===== src/rtl/dc_ctrl_pkg.sv =====
// rtl/dc_ctrl_pkg.sv - shared encodings for the data-memory controller, SLB and arbiter
package dc_ctrl_pkg;

    localparam int DC_NICK_W = 4;
    localparam int DC_ADDR_W = 32;
    localparam int DC_DATA_W = 32;

    localparam logic [1:0] LEN_ONE  = 2'b00;
    localparam logic [1:0] LEN_TWO  = 2'b01;
    localparam logic [1:0] LEN_FOUR = 2'b11;

    localparam logic LS_LOAD  = 1'b0;
    localparam logic LS_STORE = 1'b1;

    typedef enum logic [1:0] {
        ST_IDLE = 2'd0,
        ST_REQ  = 2'd1,
        ST_XFER = 2'd2,
        ST_DONE = 2'd3
    } dc_state_t;

    // Byte count for a size code; the unused code 10 behaves as a single byte.
    function automatic logic [2:0] len_bytes(input logic [1:0] len);
        case (len)
            LEN_ONE:  len_bytes = 3'd1;
            LEN_TWO:  len_bytes = 3'd2;
            LEN_FOUR: len_bytes = 3'd4;
            default:  len_bytes = 3'd1;
        endcase
    endfunction

endpackage


===== src/rtl/dc_ctrl_byte_asm.sv =====
// rtl/dc_ctrl_byte_asm.sv - byte-lane assembly register, zero-filled at start of each access
module dc_byte_asm
    import dc_ctrl_pkg::*;
#(
    parameter int DATA_W = DC_DATA_W
) (
    input  logic              clk,
    input  logic              rst,
    input  logic              rdy,
    input  logic              start,
    input  logic              cap,
    input  logic [1:0]        lane,
    input  logic [7:0]        din,
    output logic [DATA_W-1:0] word_nxt
);

    logic [DATA_W-1:0] word;

    // Next word: cleared on a new access, then one lane overwritten per captured byte.
    always_comb begin
        word_nxt = word;
        if (start) begin
            word_nxt = '0;
        end
        if (cap) begin
            word_nxt[{lane, 3'b000} +: 8] = din;
        end
    end

    // Assembly register, frozen by the global stall.
    always_ff @(posedge clk or negedge rst) begin
        if (!rst) begin
            word <= '0;
        end else if (rdy) begin
            word <= word_nxt;
        end
    end

endmodule


===== src/rtl/dc_ctrl.sv =====
// rtl/dc_ctrl.sv - serializes SLB loads/stores into byte accesses on the shared RAM port
module dc_ctrl
    import dc_ctrl_pkg::*;
#(
    parameter int NICK_W = DC_NICK_W,
    parameter int ADDR_W = DC_ADDR_W,
    parameter int DATA_W = DC_DATA_W
) (
    input  logic              clk,
    input  logic              rst,
    input  logic              rdy,
    input  logic              clr,
    input  logic              iSLB_en,
    input  logic              iSLB_ls,
    input  logic [NICK_W-1:0] iSLB_nick,
    input  logic [1:0]        iSLB_len,
    input  logic [ADDR_W-1:0] iSLB_addr,
    input  logic [DATA_W-1:0] iSLB_dt,
    output logic              oSLB_busy,
    output logic              oSLB_en,
    output logic [NICK_W-1:0] oSLB_nick,
    output logic [DATA_W-1:0] oSLB_dt,
    output logic              oMEM_req,
    input  logic              iMEM_gnt,
    output logic [ADDR_W-1:0] oMEM_a,
    output logic              oMEM_wr,
    output logic [7:0]        oMEM_dout,
    input  logic [7:0]        iMEM_din
);

    dc_state_t         state, state_nxt;
    logic              ls_q;
    logic [NICK_W-1:0] nick_q;
    logic [2:0]        n_q;
    logic [2:0]        k_q;
    logic [ADDR_W-1:0] addr_q;
    logic [DATA_W-1:0] dt_q;
    logic              en_q;
    logic [DATA_W-1:0] word_nxt;

    logic is_load;
    logic abort;
    logic accept;
    logic last_wr;
    logic last_cap;
    logic cap;

    assign is_load  = (ls_q == LS_LOAD);
    // Stores are committed once accepted, so only loads can be flushed.
    assign abort    = clr && is_load && (state != ST_IDLE);
    assign accept   = (state == ST_IDLE) && iSLB_en && !clr;
    assign last_wr  = (k_q == n_q - 3'd1);
    // Read data lags the address by one cycle, so a load runs one slot past its last byte.
    assign last_cap = (k_q == n_q);
    assign cap      = (state == ST_XFER) && is_load && (k_q != 3'd0);

    // The response pulse is suppressed in the very cycle a flush arrives.
    assign oSLB_en  = en_q && !clr;

    // State register; a low rdy holds everything.
    always_ff @(posedge clk or negedge rst) begin
        if (!rst) begin
            state <= ST_IDLE;
        end else if (rdy) begin
            state <= state_nxt;
        end
    end

    // Next state and RAM-port outputs decoded from the current state.
    always_comb begin
        state_nxt = state;
        oSLB_busy = (state != ST_IDLE);
        oMEM_req  = 1'b0;
        oMEM_a    = '0;
        oMEM_wr   = 1'b0;
        oMEM_dout = '0;
        case (state)
            ST_IDLE: begin
                if (accept) begin
                    state_nxt = ST_REQ;
                end
            end
            ST_REQ: begin
                oMEM_req = !abort;
                if (abort) begin
                    state_nxt = ST_IDLE;
                end else if (iMEM_gnt) begin
                    state_nxt = ST_XFER;
                end
            end
            ST_XFER: begin
                oMEM_req = !abort;
                oMEM_a   = addr_q + ADDR_W'(k_q);
                if (!is_load) begin
                    oMEM_wr   = rdy;
                    oMEM_dout = dt_q[{k_q[1:0], 3'b000} +: 8];
                end
                if (abort) begin
                    state_nxt = ST_IDLE;
                end else if (is_load ? last_cap : last_wr) begin
                    state_nxt = ST_DONE;
                end
            end
            ST_DONE: begin
                state_nxt = ST_IDLE;
            end
            default: begin
                state_nxt = ST_IDLE;
            end
        endcase
    end

    // Request latch, byte index and load response registers.
    always_ff @(posedge clk or negedge rst) begin
        if (!rst) begin
            ls_q      <= LS_LOAD;
            nick_q    <= '0;
            n_q       <= 3'd0;
            k_q       <= 3'd0;
            addr_q    <= '0;
            dt_q      <= '0;
            en_q      <= 1'b0;
            oSLB_nick <= '0;
            oSLB_dt   <= '0;
        end else if (rdy) begin
            en_q <= 1'b0;
            if (accept) begin
                ls_q   <= iSLB_ls;
                nick_q <= iSLB_nick;
                n_q    <= len_bytes(iSLB_len);
                addr_q <= iSLB_addr;
                dt_q   <= iSLB_dt;
            end
            if (state == ST_XFER) begin
                k_q <= k_q + 3'd1;
            end else begin
                k_q <= 3'd0;
            end
            if ((state == ST_XFER) && is_load && !clr && last_cap) begin
                en_q      <= 1'b1;
                oSLB_dt   <= word_nxt;
                oSLB_nick <= nick_q;
            end
        end
    end

    dc_byte_asm #(
        .DATA_W (DATA_W)
    ) u_byte_asm (
        .clk      (clk),
        .rst      (rst),
        .rdy      (rdy),
        .start    (accept),
        .cap      (cap),
        .lane     (2'(k_q - 3'd1)),
        .din      (iMEM_din),
        .word_nxt (word_nxt)
    );

endmodule


===== config.mk =====
export PLATFORM = sky130hd
export DESIGN_NAME = dc_ctrl
export DESIGN_NICKNAME = d
export VERILOG_FILES = /design/src/rtl/dc_ctrl_pkg.sv /design/src/rtl/dc_ctrl_byte_asm.sv /design/src/rtl/dc_ctrl.sv
export SDC_FILE = /design/constraint.sdc
export NUM_CORES = 1
export LEC_CHECK = 0
export ABC_AREA = 0
export BUFFER_PORTS_ARGS = -buffer_cell sky130_fd_sc_hd__buf_2
export CORE_UTILIZATION = 30
export DETAILED_ROUTE_END_ITERATION = 16
export SLEW_MARGIN = 10
export SYNTH_ARGS = -nofsm -noshare
export SYNTH_HDL_FRONTEND = slang
export SYNTH_SLANG_ARGS = --single-unit

===== constraint.sdc =====
create_clock -name clk -period 3.3 [get_ports clk]
set_input_delay 0.165 -clock clk [delete_from_list [all_inputs] [get_ports clk]]
set_output_delay 0.165 -clock clk [all_outputs]
set_load 0.02 [all_outputs]

Yosys cells after proc, flatten, opt, wreduce, memory -nomap -nowiden
Index checks and enable logic that the tools add are counted.

Register bits after elaboration: 146. Latch bits: 0. RAM bits: 0. ROM bits: 0. Output and inout bits: 80. Logic and storage cells: 67. Memories kept: 0.

$add $sub $neg: 5. $mul: 0. Divide/modulo/power cells: 0. Order comparisons: 0. Equal/unequal tests: 10. Shift-type cells: 3. Multiplexer cells: 19. Bitwise gates (word level): 1. Reduce and logical (&&, ||, !) cells: 18.

Operators with widths (count): 32-bit 2-to-1 mux (3); 32-bit by 3-bit adder with 32-bit output (1); 32-bit bitwise mux (1); 8-bit by 7-bit variable shift with 32-bit output, first input constant (1); 32-bit by 6-bit variable part select with 8-bit output (1); 8-bit by 7-bit variable part select with 32-bit output (1); 8-bit 2-to-1 mux (2); 2-bit 2-to-1 mux (5); 1-bit logical AND (9); 2-bit case mux with 4 select lines (1); 5-bit negation with 7-bit output (1); 2-bit equality test, second input constant (3); 3-bit equality test (2); 3-bit case mux with 2 select lines (1); 1-bit 2-to-1 mux (5); 2-bit by 1-bit equality test with 1-bit output, second input constant (2); 2-bit AND reduction (2); 4-bit AND reduction (1); 3-bit by 1-bit adder with 3-bit output, second input constant (1); 3-bit 2-to-1 mux (1); 3-bit by 2-bit inequality test with 1-bit output, second input constant (1); 3-bit inequality test, second input constant (1); 3-bit nonzero test (1); 3-bit by 1-bit subtractor with 3-bit output, second input constant (1); other kinds (7) (8).

Longest topological paths before layout
Gate-level depths: netlist of the first run.

Depth in word-level cells: 6. Mapped depth: 10. Mapped depth without buffers: 7.

By module
From an unflattened synthesis of the first run, not the netlist that was laid out.

Cell total of the unflattened synthesis: 594. Area, all modules: 7388.3 um^2.

By module, submodules not included: dc_ctrl (instances 1, cells an instance 452, area an instance 5672.9 um^2); dc_byte_asm (instances 1, cells an instance 142, area an instance 1715.4 um^2).

Worst setup path after synthesis of the first run
OpenSTA, ideal clock, no wires.

Path kind: register to output. Start: register k_q[1]. End: output port oMEM_a[26]. Arrival time: 2.794 ns. Required time: 3.135 ns. Setup slack: 0.341 ns. Cell stages (with the launch flop): 8. Buffers on the path: 2. Path through: dfrtp_1 clkbuf_1 inv_1 fa_1 nor2b_1 clkbuf_1 o2111ai_1 o41ai_1.

Longest elaborated chain between the ends: 2.

RTL lines: from (decl) (RTL line dc_ctrl.sv:35) `logic [2:0] k_q;`; from (signal assigned) (RTL line dc_ctrl.sv:135) `k_q <= k_q + 3'd1;`; 32-bit by 3-bit adder with 32-bit output (RTL line dc_ctrl.sv:93) `oMEM_a = addr_q + ADDR_W'(k_q);`; 32-bit 2-to-1 mux (RTL line dc_ctrl.sv:77) `case (state)`; to (decl) (RTL line dc_ctrl.sv:25) `output logic [ADDR_W-1:0] oMEM_a,`.

No other way between the ends.

Worst setup path in the final report of the first run
Start: register k_q[2]. End: output port oMEM_a[31].

Same word-level chain as after synthesis.

==> results.json, run 1 <==
{
  "outcome": "completed",
  "synth_area_um2": 7560,
  "grt_max_degree": 76,
  "holdCritPathClass": "input port to flip-flop",
  "tns_ps": 0,
  "critPathBufInv": 1,
  "dr_total_vias": 5949,
  "crit_path_max_fanout": 20,
  "cts.sinks": 146,
  "avgViaCountPerCell": 4.89,
  "cp_num_cells": 6,
  "cts_max_path_buffers": 2,
  "cts-root-buf": "clkbuf_16",
  "async_reset_ff_share_pct": 100,
  "ir_worst_vdd_v": 0.000307,
  "avgSynthCellArea_um2": 11.6,
  "crit-reg2reg-launch": "k_q[0]",
  "nNetsFinal": 978,
  "drtAntennaViolNets": 0,
  "seqCellArea_um2": 3650,
  "die_h_um": 161,
  "dp_cells": 1111,
  "fp.dieW_um": 161,
  "end_kind": "primary output",
  "dp_slack_ps": 576,
  "wire_per_inst_um": 16.7,
  "hold_ws_ps": 79.2,
  "fmax_ghz": 0.324,
  "crit_type": "flip-flop to primary output",
  "path_delay_family": "simple AND/OR/NAND/NOR gates",
  "instances_no_fill": 1216,
  "synth_edf_count": 0,
  "overflow": 0,
  "hold_viol_final": 0,
  "worstMarginPinSlew_ps": 1050,
  "dpl.hpwl_um": 13700,
  "die_area_um2": 25800,
  "finalMaxSlewViolations": 0,
  "drv_cap": 0,
  "p_per_area_nw_per_um2": 730,
  "worstSetupEndpoint": "oMEM_a[31]",
  "yosysUniqueCellTypes": 54,
  "synth.largest_area_cell": "dfrtp_1",
  "cts.reportedPaths.clkPinSlew_ps": 60,
  "gr-usage-all-layers_pct": 16.3,
  "crit_chain": "ha_2 -> nand3_1 -> a211o_2 -> or4_1 -> a21oi_1 -> buf_2",
  "grt_pass1_wl_um": 32900,
  "cp-startpoint": "k_q[2]",
  "drtIter0Drc": 416,
  "ys_ff_latch": 146,
  "leakage_uw": 0.00465,
  "ioPinCount": 165,
  "setup_viol": 0,
  "syn_nets": 753,
  "required_ps": 3130,
  "core_region_area_um2": 24500,
  "final.setup.worst_slack_ps": 210,
  "cts_made_buffers": 17,
  "synth_top_area_share_pct": 48.3,
  "area_growth_syn_to_layout_pct": 32.2,
  "ys.flop_type": "dfrtp_1",
  "dr.pass1.iters": 4,
  "start_util_pct": 30.8,
  "r2r_cells": 7,
  "yosys_warnings": 0,
  "multiInputGateArea_um2": 3600,
  "cts_tree": "done",
  "grt_antenna_before_repair": 1,
  "maxSlewHeadroom_pct": 30.3,
  "drive_above_1_share_pct": 36.7,
  "hp-start": "iMEM_din[4]",
  "cp.arrival_ps": 2930,
  "rows": 57,
  "place.gp.congestion": 0.767,
  "cpPeakStageDelay_ps": 530,
  "startpoint_type": "flip-flop",
  "period_needed_ps": 3090,
  "clock_skew_ps": 11.1,
  "fill_cells": 2357,
  "finalPower_uw": 7290,
  "h-tree-depth": 4,
  "synth_cells": 653,
  "synth-seq-area-share_pct": 48.3,
  "rrSetupSlack_ps": 750,
  "io_buffer_count": 164,
  "grt_pass1_vias": 6090,
  "routed_wl_um": 20400,
  "cp_slowest_cell": "or4_1",
  "ys_top_cells_by_area": "dfrtp_1 48%, mux2_2 14%, a22o_1 3.8%, mux2_4 2.6%, nand2_1 2.5%",
  "worst_skew_pair.late_latency_ps": 430,
  "rsz0062_at_grt": "false",
  "period_share_pct": 93.7,
  "reg2reg_to": "u_byte_asm.word[20]",
  "route.detailed.drc": 0
}
==> state kept, by name, indices dropped and copies added, names as in the netlist, 2 cells and up <==
signal,flops
addr_q,32
dt_q,32
oSLB_dt,32
u_byte_asm.word,32
nick_q,4
oSLB_nick,4
k_q,3
n_q,3
state,2
==> placed cells by master, fill, tap and decap left out, drive strengths merged, types with 14 or more instances in the layout <==
master	n
a21oi	34
a22o	33
buf	173
clkbuf	19
dfrtp	146
dlygate4sd3	72
ha	14
inv	36
mux2	106
mux2i	18
nand2	50
nor2	30
==> power by group <==
part / switching (uW) / total, uW / leakage, uW / internal [uW]
sequential: 524 / 2970 / 0.00178 / 2450
combinational: 1210 / 2390 / 0.00259 / 1180
clock: 834 / 1930 / 0.000289 / 1090
total: 2570 / 7290 / 0.00465 / 4720
==> cell families (layout without fill, tap and decap cells) <==
family                     after synthesis  count (layout)  share of synthesized area, %
xor gates and xnor gates                15              15                          1.92
other                                    0               1                             0
and+or+nand+nor                        166             166                          11.6
buffers and inverters                   69             307                          4.27
adders and majority gates               15              15                          2.58
DFF                                    146             146                          48.3
muxes                                  132             132                          21.2
AOI/OAI and AO/OA                      110             110                          10.1
==> final cells by class <==
type	count	share of cell area, %
Sequential cell	146	36.6
Multi-Input combinational cell	438	36.1
Timing Repair Buffer	245	16.4
Clock buffer	19	4.53
Tap cell	324	4.06
Clock inverter	13	1.24
Inverter	30	1.13
Antenna cell	1	0.0250
==> synthesized netlist by cell type (8+ instances only) <==
cell type / count
dfrtp_1: 146
mux2_2: 93
nand2_1: 50
a21oi_1: 34
a22o_1: 33
nor2_1: 30
inv_1: 29
clkbuf_1: 24
mux2i_1: 18
ha_1: 14
and3_1: 13
mux2_4: 13
nand4_1: 12
o21ai_0: 12
or4_1: 10
nand3_1: 9
o31ai_1: 9
xor2_1: 9
mux4_2: 8
nand2b_1: 8
==> worst min path at each step <==
| stage | to | slack (ps) | cells after the start |
|---|---|---|---|
| CTS | u_byte_asm.word[28] | 60 | 2 |
| floorplan | addr_q[0] | -130 | 0 |
| global placement | oSLB_dt[15] | 190 | 1 |
| detailed placement | oSLB_dt[15] | 200 | 1 |
| finish | u_byte_asm.word[28] | 80 | 2 |
| global route | u_byte_asm.word[30] | 90 | 2 |
==> per-stage QoR <==
step | utilization (%) | cell area, um^2
floorplan | - | 7560
global placement | 35.4 | 8690
detailed placement | 35.4 | 8690
CTS | 40.7 | 9990
global route | 40.7 | 9990
finish | 40.7 | 9990
==> metal layers <==
metal | wire (um) | GRT usage (%) | vias up
met5 | 0 | 0 | -
met1 | 9390 | 21.1 | 2951
met2 | 9810 | 26.9 | 144
met4 | 374 | 5.96 | 0
li1 | - | - | 2828
met3 | 791 | 3.38 | 26
==> timing repair <==
item / 4_1_cts / 5_1_grt
hold buffers: 72 / 0
buffers inserted: 0 / 0
endpoints found under the setup margin: 0 / 15
endpoints found under the hold margin: 132 / 0
gates resized for setup: 0 / 3
Note: power is estimated with default switching activity, not from simulation.
==> run 2: changes to the inputs <==
--- a/config.mk
+++ b/config.mk
@@ -7,8 +7,10 @@
 export LEC_CHECK = 0
 export ABC_AREA = 0
 export BUFFER_PORTS_ARGS = -buffer_cell sky130_fd_sc_hd__buf_2
-export CORE_UTILIZATION = 30
+export CORE_UTILIZATION = 45
+export CTS_CLUSTER_SIZE = 25
 export DETAILED_ROUTE_END_ITERATION = 16
+export PLACE_DENSITY = 0.68
 export SLEW_MARGIN = 10
 export SYNTH_ARGS = -nofsm -noshare
 export SYNTH_HDL_FRONTEND = slang
==> constraint.sdc (replaced) <==
create_clock -name clk -period 3.1 [get_ports clk]
set_input_delay 0.155 -clock clk [delete_from_list [all_inputs] [get_ports clk]]
set_output_delay 0.155 -clock clk [all_outputs]
set_load 0.02 [all_outputs]
==> results.json, run 2 (synthesis results as in run 1) <==
{
  "dp_slack_ps": 393,
  "die_area_um2": 17300,
  "grt_antenna_before_repair": 0,
  "finalMaxSlewViolations": 0,
  "io_buffer_count": 164,
  "fmax_ghz": 0.334,
  "final.setup.worst_slack_ps": 104,
  "cts.reportedPaths.clkPinSlew_ps": 60,
  "dp_cells": 1005,
  "fill_cells": 1403,
  "grt_pass1_wl_um": 30900,
  "place.gp.congestion": 0.878,
  "ir_worst_vdd_v": 0.000471,
  "area_growth_syn_to_layout_pct": 30.6,
  "outcome": "completed",
  "grt_pass1_vias": 6144,
  "diodes": 0,
  "required_ps": 2940,
  "hold_path_depth": 2,
  "clock_skew_ps": 6.06,
  "overflow": 0,
  "period_share_pct": 96.7,
  "fp.dieW_um": 132,
  "dpl.hpwl_um": 12400,
  "leakage_uw": 0.00463,
  "rows": 47,
  "cts-root-buf": "clkbuf_16",
  "most-common-layout-cells": "163 x buf_2, 145 x dfrtp_1, 93 x mux2_2, 72 x dlygate4sd3_1, 49 x nand2_1",
  "worst_skew_pair.late_latency_ps": 420,
  "setup_viol": 0,
  "period_needed_ps": 3000,
  "hold_viol_final": 0,
  "ioPinCount": 165,
  "cp.arrival_ps": 2840,
  "finalPower_uw": 7660,
  "drtAntennaViolNets": 0,
  "startpoint_type": "flip-flop",
  "tns_ps": 0,
  "gr-usage-all-layers_pct": 22.6,
  "crit_type": "flip-flop to primary output",
  "cts_max_path_buffers": 2,
  "wire_per_inst_um": 17.1,
  "dr.pass1.iters": 6,
  "h-tree-depth": 4,
  "crit_path_max_fanout": 8,
  "drtIter0Drc": 382,
  "end_kind": "primary output",
  "routed_wl_um": 19000,
  "dr_total_vias": 6155,
  "die_h_um": 132,
  "drive_above_1_share_pct": 36.9,
  "grt_max_degree": 90,
  "nNetsFinal": 977,
  "r2r_cells": 7,
  "start_util_pct": 45.9,
  "cts.sinks": 146,
  "cts_made_buffers": 17,
  "route.detailed.drc": 0,
  "cts_tree": "done",
  "maxSlewHeadroom_pct": 34.2,
  "rsz0062_at_grt": "true",
  "worstMarginPinSlew_ps": 987,
  "final_common_cell": "buf_2",
  "instances_no_fill": 1110,
  "p_per_area_nw_per_um2": 776,
  "core_region_area_um2": 16500,
  "drv_cap": 0,
  "post-cts-setup-buffer-count": 0,
  "avgViaCountPerCell": 5.55,
  "holdCritPathClass": "input port to flip-flop"
}
-- run 2: what timing repair did --
action                     CTS  global route
gates resized for setup      3             8
hold endpoints to repair   160             0
pin swaps                    0             1
cloned                       0             1
hold buffers                72             0
setup endpoints to repair   14            11
-- run 2: cell type report --
cell class / instances / area, um^2 / share of cell area, %
Timing Repair Buffer: 243 / 1630 / 16.5
Tap cell: 220 / 275 / 2.79
Inverter: 30 / 113 / 1.14
Clock inverter: 12 / 108 / 1.09
Multi-Input combinational cell: 439 / 3650 / 37.0
Clock buffer: 20 / 447 / 4.53
Sequential cell: 146 / 3650 / 37.0
-- run 2: through the flow --
step / hold WS [ps] / util, % / area [um^2]
6_report: 67.8 / 59.9 / 9870
5_1_grt: 57.2 / 59.9 / 9870
4_1_cts: 44.4 / 59.7 / 9820
3_5_place_dp: 283 / 51.9 / 8540
3_3_place_gp: 266 / 51.9 / 8540
2_1_floorplan: -141 / - / 7560
-- run 2: worst paths after layout --
check                            startpoint                  end  slack [ps]
worst max-delay path                 k_q[0]           oMEM_a[16]         100
worst min-delay path            iMEM_din[5]  u_byte_asm.word[29]          70
worst max register to register       k_q[0]  u_byte_asm.word[20]         540
worst min register to register         en_q                 en_q         490
max in group asynchronous               rst               k_q[2]        1890
min in group asynchronous               rst           oSLB_dt[8]         350
-- run 2: per-layer routing --
layer	vias to the layer above	global-route usage [%]	share of wire, %
met5	-	0	0
met4	0	9.11	2.4
met3	43	5.13	5.8
met2	249	38.2	50
met1	3042	28.0	42
li1	2821	-	-
-- run 2: critical path: stages, from the launching register on --
cell,delay (ps)
dfrtp_1,360
ha_1,220
inv_1,70
fa_1,430
nor2b_4,240
o2111ai_1,310
or3_1,440
a21oi_1,170
buf_2,190
-- run 2: power breakdown --
group          switching, uW  internal [uW]  total (uW)  leakage, uW
sequential               577           2610        3190      0.00178
combinational           1300           1250        2550      0.00258
clock                    793           1120        1920     0.000267
